==> src/rtl/pipe_adder.sv <==
// Segmented ripple-carry add/sub pipeline: STAGES carry segments, result STAGES cycles after transfer.
// Global stall: when the output is held (out_valid && !out_ready) every stage freezes and in_ready drops.
module pipe_adder #(
  parameter int WIDTH  = 16,
  parameter int STAGES = 4
) (
  input  logic             clk,
  input  logic             rst,
  input  logic             in_valid,
  output logic             in_ready,
  input  logic [WIDTH-1:0] a,
  input  logic [WIDTH-1:0] b,
  input  logic             cin,
  input  logic             sub,
  output logic             out_valid,
  input  logic             out_ready,
  output logic [WIDTH-1:0] y,
  output logic             co,
  output logic             ovf
);

  localparam int SEG  = WIDTH / STAGES;
  localparam int LAST = STAGES - 1;

  logic [STAGES-1:0] vld_q, vld_d;
  logic [STAGES-1:0] cry_q, cry_d;
  logic [WIDTH-1:0]  opa_q [STAGES];
  logic [WIDTH-1:0]  opa_d [STAGES];
  logic [WIDTH-1:0]  opb_q [STAGES];
  logic [WIDTH-1:0]  opb_d [STAGES];
  logic [WIDTH-1:0]  sum_q [STAGES];
  logic [WIDTH-1:0]  sum_d [STAGES];

  // Per-stage inputs: stage 0 sees the ports, stage k sees stage k-1's registers.
  logic [STAGES-1:0] src_vld;
  logic [STAGES-1:0] src_cry;
  logic [WIDTH-1:0]  src_a   [STAGES];
  logic [WIDTH-1:0]  src_b   [STAGES];
  logic [WIDTH-1:0]  src_sum [STAGES];

  logic              advance;
  logic [SEG:0]      seg_sum;

  always_comb begin
    advance    = !vld_q[LAST] || out_ready;
    seg_sum    = '0;
    src_vld[0] = in_valid;
    src_cry[0] = sub ? 1'b1 : cin;
    src_a[0]   = a;
    src_b[0]   = sub ? ~b : b;
    src_sum[0] = '0;
    for (int k = 1; k < STAGES; k++) begin
      src_vld[k] = vld_q[k-1];
      src_cry[k] = cry_q[k-1];
      src_a[k]   = opa_q[k-1];
      src_b[k]   = opb_q[k-1];
      src_sum[k] = sum_q[k-1];
    end

    vld_d = vld_q;
    cry_d = cry_q;
    for (int k = 0; k < STAGES; k++) begin
      opa_d[k] = opa_q[k];
      opb_d[k] = opb_q[k];
      sum_d[k] = sum_q[k];
    end

    if (advance) begin
      for (int k = 0; k < STAGES; k++) begin
        seg_sum  = {1'b0, src_a[k][k*SEG +: SEG]} + {1'b0, src_b[k][k*SEG +: SEG]}
                 + (SEG+1)'(src_cry[k]);
        vld_d[k] = src_vld[k];
        cry_d[k] = seg_sum[SEG];
        opa_d[k] = src_a[k];
        opb_d[k] = src_b[k];
        sum_d[k] = src_sum[k];
        sum_d[k][k*SEG +: SEG] = seg_sum[SEG-1:0];
      end
    end
  end

  always_ff @(posedge clk) begin
    if (rst) begin
      vld_q <= '0;
      cry_q <= '0;
      opa_q <= '{default: '0};
      opb_q <= '{default: '0};
      sum_q <= '{default: '0};
    end else begin
      vld_q <= vld_d;
      cry_q <= cry_d;
      opa_q <= opa_d;
      opb_q <= opb_d;
      sum_q <= sum_d;
    end
  end

  assign in_ready  = advance;
  assign out_valid = vld_q[LAST];
  assign y         = sum_q[LAST];
  assign co        = cry_q[LAST];
  // opb carries b already inverted for subtract, so this is the b' sign.
  assign ovf       = (opa_q[LAST][WIDTH-1] == opb_q[LAST][WIDTH-1]) &&
                     (sum_q[LAST][WIDTH-1] != opa_q[LAST][WIDTH-1]);

endmodule

==> config.mk <==
export PLATFORM = sky130hd
export DESIGN_NAME = pipe_adder
export DESIGN_NICKNAME = d
export VERILOG_FILES = /design/src/rtl/pipe_adder.sv
export SDC_FILE = /design/constraint.sdc
export NUM_CORES = 1
export LEC_CHECK = 0
export ABC_AREA = 1
export BUFFER_PORTS_ARGS = -buffer_cell sky130_fd_sc_hd__buf_2
export CORE_ASPECT_RATIO = 0.6
export CORE_UTILIZATION = 40
export CTS_CLUSTER_SIZE = 12
export DETAILED_ROUTE_END_ITERATION = 6
export GPL_ROUTABILITY_DRIVEN = 0
export SETUP_SLACK_MARGIN = 0.02
export SLEW_MARGIN = 15
export SYNTH_ARGS = -nofsm -noshare
export SYNTH_HDL_FRONTEND = slang
export SYNTH_SLANG_ARGS = --single-unit
==> constraint.sdc <==
create_clock -name clk -period 6.9 [get_ports clk]
set_clock_uncertainty 0.15 [all_clocks]
set_input_delay 1.38 -clock clk [delete_from_list [all_inputs] [get_ports clk]]
set_output_delay 1.38 -clock clk [all_outputs]
set_load 0.01 [all_outputs]
Word level (Yosys, flattened, before mapping)
Index checks and enable logic that the tools add are counted.
- equality and inequality tests: 2
- bitwise gates (word level): 1
- multiplexer cells: 2
- add/subtract/negate cells: 8
- reductions and logical operators: 3
- operator list (operator ; count):
    $add A4 B4 Y5 ; 4
    $add A5 B1 Y5 ; 4
    $mux W16 ; 1
    $not A16 Y16 ; 1
    $eq A1 B1 Y1 ; 1
    $logic_and A1 B1 Y1 ; 1
    $logic_not A1 Y1 ; 1
    $logic_or A1 B1 Y1 ; 1
    $mux W1 ; 1
    $ne A1 B1 Y1 ; 1
- register bits: 176
- output and inout bits: 20

Longest topological paths before layout
- depth in word-level cells: 4
- mapped depth: 10
- depth with buffers taken out: 9

Least setup slack after synthesis
OpenSTA, ideal clock, no wires.
- path type: input-to-output
- from: in out_ready
- to: out in_ready
- arrival time: 1.845 ns
- cell stages on the path: 4
- slack: 3.525 ns
- path buffers: 2
- data required time: 5.370 ns
- path through: inv_1 -> nand2_4 -> buf_6 -> buf_2
- word-level cells in the longest chain between the ends: 1
- ends and longest elaborated chain (element ; RTL line ; text):
    start, declared ; 16 ; input logic out_ready,
    $logic_or A1 B1 Y1 ; 45 ; advance = !vld_q[LAST] || out_ready;
    end, declared ; 10 ; output logic in_ready,
No other way between the ends.

Final worst setup path
Same ends and word-level chain as after synthesis.

==> results.md <==
- Overall global routing resource usage: approximately 17%
- Final setup viols: 0
- Pre-Repair DR Iteration Count: 5
- Relative slew slack: a little under half
- Layout cells sized above 1: about 14%
- Post-Syn Area per Cell: about 8.0 um2
- CORE AREA: 9910 um2
- Yosys warnings: 0
- Post-route cell area: approximately 4700 um2
- Overall power: roughly 1200 uW
- NumNets Final: 606
- Critical path data required time: 5370 ps
- Worst-Margin Slew: ~790 ps
- Fraction of the mapped netlist area in compound gates: roughly 16%
- Post-route ant nets: 0
- Status: finished clean
- Hold slack: around 300 ps
- Max cap viols: 0
- Maximum buffer depth of the clock tree: 2
- Largest cells by area after synthesis: dfxtp_1 48%, nor2_1 13%, o21ai_0 12%, fa_1 3.9%, ha_1 3.7%
- Sw Share: ~25%
- Area leader, netlist: dfxtp_1
- Register-to-Register Path Depth: 4
- Hold Path End: vld_q[2]$_SDFFE_PP0P_
- Most frequent cells after synthesis: 140 x nor2_1, 100 x o21ai_0, 98 x dfxtp_1
- Post-synthesis simple-gate area fraction: approximately 18%
- Residual DRC: 0
- Area of the multi-input gates: ~1800 um2
- RSZ-0062 raised after global routing: no
- Post-synth EDFFs: 0
- Min cycle time layout: about 3600 ps
- Most common cell in the netlist: nor2_1
- Post-layout util: 47.0%
- Comb power frac: a little under an eighth
- Register area: a little under 2000 um2
- Max Fclk: 277 MHz
- Chip Width: ~130 um
- Min-Delay Path Class: register to register
- Clk root buf: clkbuf_16
- Initial Util: roughly 41%
- Final hold violation count: 0
- Crit Path Max Fanout: between 40 and 50
- Crit Path Category: input port to output pin
- Vias in the first global route: roughly 3200
- Mapped Nets: 568
- Top FF cell, synth: dfxtp_1
- TNS Setup: 0 ps
- Via-to-Cell Ratio: approximately 4.8
- Period utilization: between 50% and 60%
- Starting DRC count in detailed routing: 184
- Clock Power Share: a little under two fifths
- CP endpoint kind: output pin
- Largest net degree at the start of global routing: 98
- Hold path depth: 2
- Fraction of registers with async set/reset: 0%
- Register area share after synthesis: a little under half
- I/O pin cnt: 58
- FILL cells: about 1000
- Area delta synth->final: 13.9%
- Global route overflow: 0
- Vias: about 3300
- Max VDD drop: approximately 0.14 mV
- Power share of the sequential group: around half
- Final HPWL DP: ~5.2 mm
- Adder-Cell Fraction of Synth Area: ~7.6%
- Arr. time, crit path: approximately 2100 ps
- Post_cts resized: 0
- Worst R2R End: y[13]$_SDFFE_PP0P_
- Distinct cell type count after synthesis: 24
- Die ar.: approximately 11000 um2
- # rows: 28
- Multiplexer share of the synthesized area: 0%
- PD cells: 266 nW/um2
- Port Buf Inserts: 57
- RR Startpoint: vld_q[3]$_SDFFE_PP0P_
- Type of origin of the critical path: input port
- First-pass GRT wire length: about 15 mm
- Min-delay src: vld_q[2]$_SDFFE_PP0P_
- Max H-tree Level: 3
- Post-CTS Setup Bufs: 0
- Post-cts hold buffer count: 0
- Switching pwr: around 310 uW
- Top cell type's share of synthesized area: a little under half
- Routed WL: approximately 8.4 mm
- TritonCTS Sinks: a little under 100
- Reg-to-reg slack, setup: 5000 ps
- Clk slew on worst S/H paths: about 70 ps
- Mapped cell area: around 4100 um2
- Yosys reg bits: 98
- Num CTS Buffers: 9
- Routed len/inst: around 12 um
- Final Max Slew Viols: 0
- Clk_lat worst skew: around 350 ps
- LEAKAGE: slightly above 0.002 uW
- Die height: ~80 um
- TritonCTS clock tree: built
- DP Area: 4390 um2
- Mapped Cells: 510
- N_diodes: 0
- Post-Synth XOR/XNOR Area: around 3.2%
- Initial antenna violation count: 0
- Largest family of logic cells by synthesized area: simple AND/OR/NAND/NOR gates
- Internal Power: approximately 900 uW
[cell type report]
class	instances	area share, %
Multi-Input combinational cell	351	39.6
Sequential cell	98	42.1
Clock buffer	12	5.29
Inverter	29	2.39
Tap cell	135	3.62
Timing Repair Buffer	59	6.44
Clock inverter	4	0.590
[sequential cells by signal (all words and copies together), names as in the netlist]
register and cells:
vld_q 4, opb_q 25, y 16, cry_q 4
opa_q 25, src_sum 24
[per-stage QoR]
| step | cells | setup slack (ps) |
|---|---|---|
| global placement | 672 | 3280 |
| global route | 688 | 3200 |
| detailed placement | 672 | 3280 |
| floorplan | 510 | 3530 |
| CTS | 688 | 3270 |
| finish | 688 | 3290 |
[placed cells by master, fill, tap and decap left out]
master | netlist | layout
nor2_1 | 140 | 140
o21ai_0 | 100 | 100
dfxtp_1 | 98 | 98
buf_2 | 11 | 57
a21oi_1 | 27 | 27
inv_1 | 26 | 26
nand2_1 | 25 | 25
ha_1 | 12 | 12
xnor2_1 | 9 | 9
clkbuf_16 | 0 | 9
nand3_1 | 8 | 8
fa_1 | 8 | 8
xor2_1 | 6 | 6
or2_1 | 5 | 5
a31oi_1 | 5 | 5
clkinvlp_4 | 0 | 3
or2_2 | 2 | 2
inv_2 | 2 | 2
nand3b_1 | 2 | 2
clkbuf_1 | 12 | 2
buf_4 | 2 | 2
nand2_4 | 1 | 1
inv_4 | 1 | 1
o21a_1 | 1 | 1
clkbuf_8 | 0 | 1
clkinv_2 | 0 | 1
[routing by layer]
layer  GRT usage (%)  up-vias  part of all wire [%]
li1                -     1731                     -
met5               0        -                     0
met3            5.18       13                   5.3
met2            26.6       62                    40
met4            6.67        0                   1.3
met1            23.2     1522                    54
[critical path, cell delays in order]
cell and delay (ps):
buf_2 80, inv_1 50, nand2_4 320, buf_2 230
[cell families (layout without fill, tap and decap cells)]
| logic type | count (synthesis) | count (layout) |
|---|---|---|
| XOR/XNOR | 15 | 15 |
| adder cells (fa/ha/maj) | 20 | 20 |
| flip-flops | 98 | 98 |
| AO/OA/AOI/OAI | 133 | 133 |
| buffers and inverters | 61 | 104 |
| AND/OR/NAND/NOR | 183 | 183 |
[power by group through the flow]
stage / combinational, uW / clock [uW] / sequential (uW)
2_1_floorplan: 103 / 0 / 639
3_3_place_gp: 140 / 0 / 641
3_5_place_dp: 144 / 0 / 641
4_1_cts: 145 / 477 / 629
5_1_grt: 169 / 500 / 635
6_report: 143 / 466 / 630
[worst max-delay path by stage]
stage / slack [ps] / cells after the start / from / to
floorplan: 3530 / 4 / out_ready / in_ready
global placement: 3280 / 4 / out_ready / in_ready
detailed placement: 3280 / 4 / out_ready / in_ready
CTS: 3270 / 4 / out_ready / in_ready
global route: 3200 / 4 / out_ready / in_ready
finish: 3290 / 4 / out_ready / in_ready
Note: power is estimated with default switching activity, not from simulation.
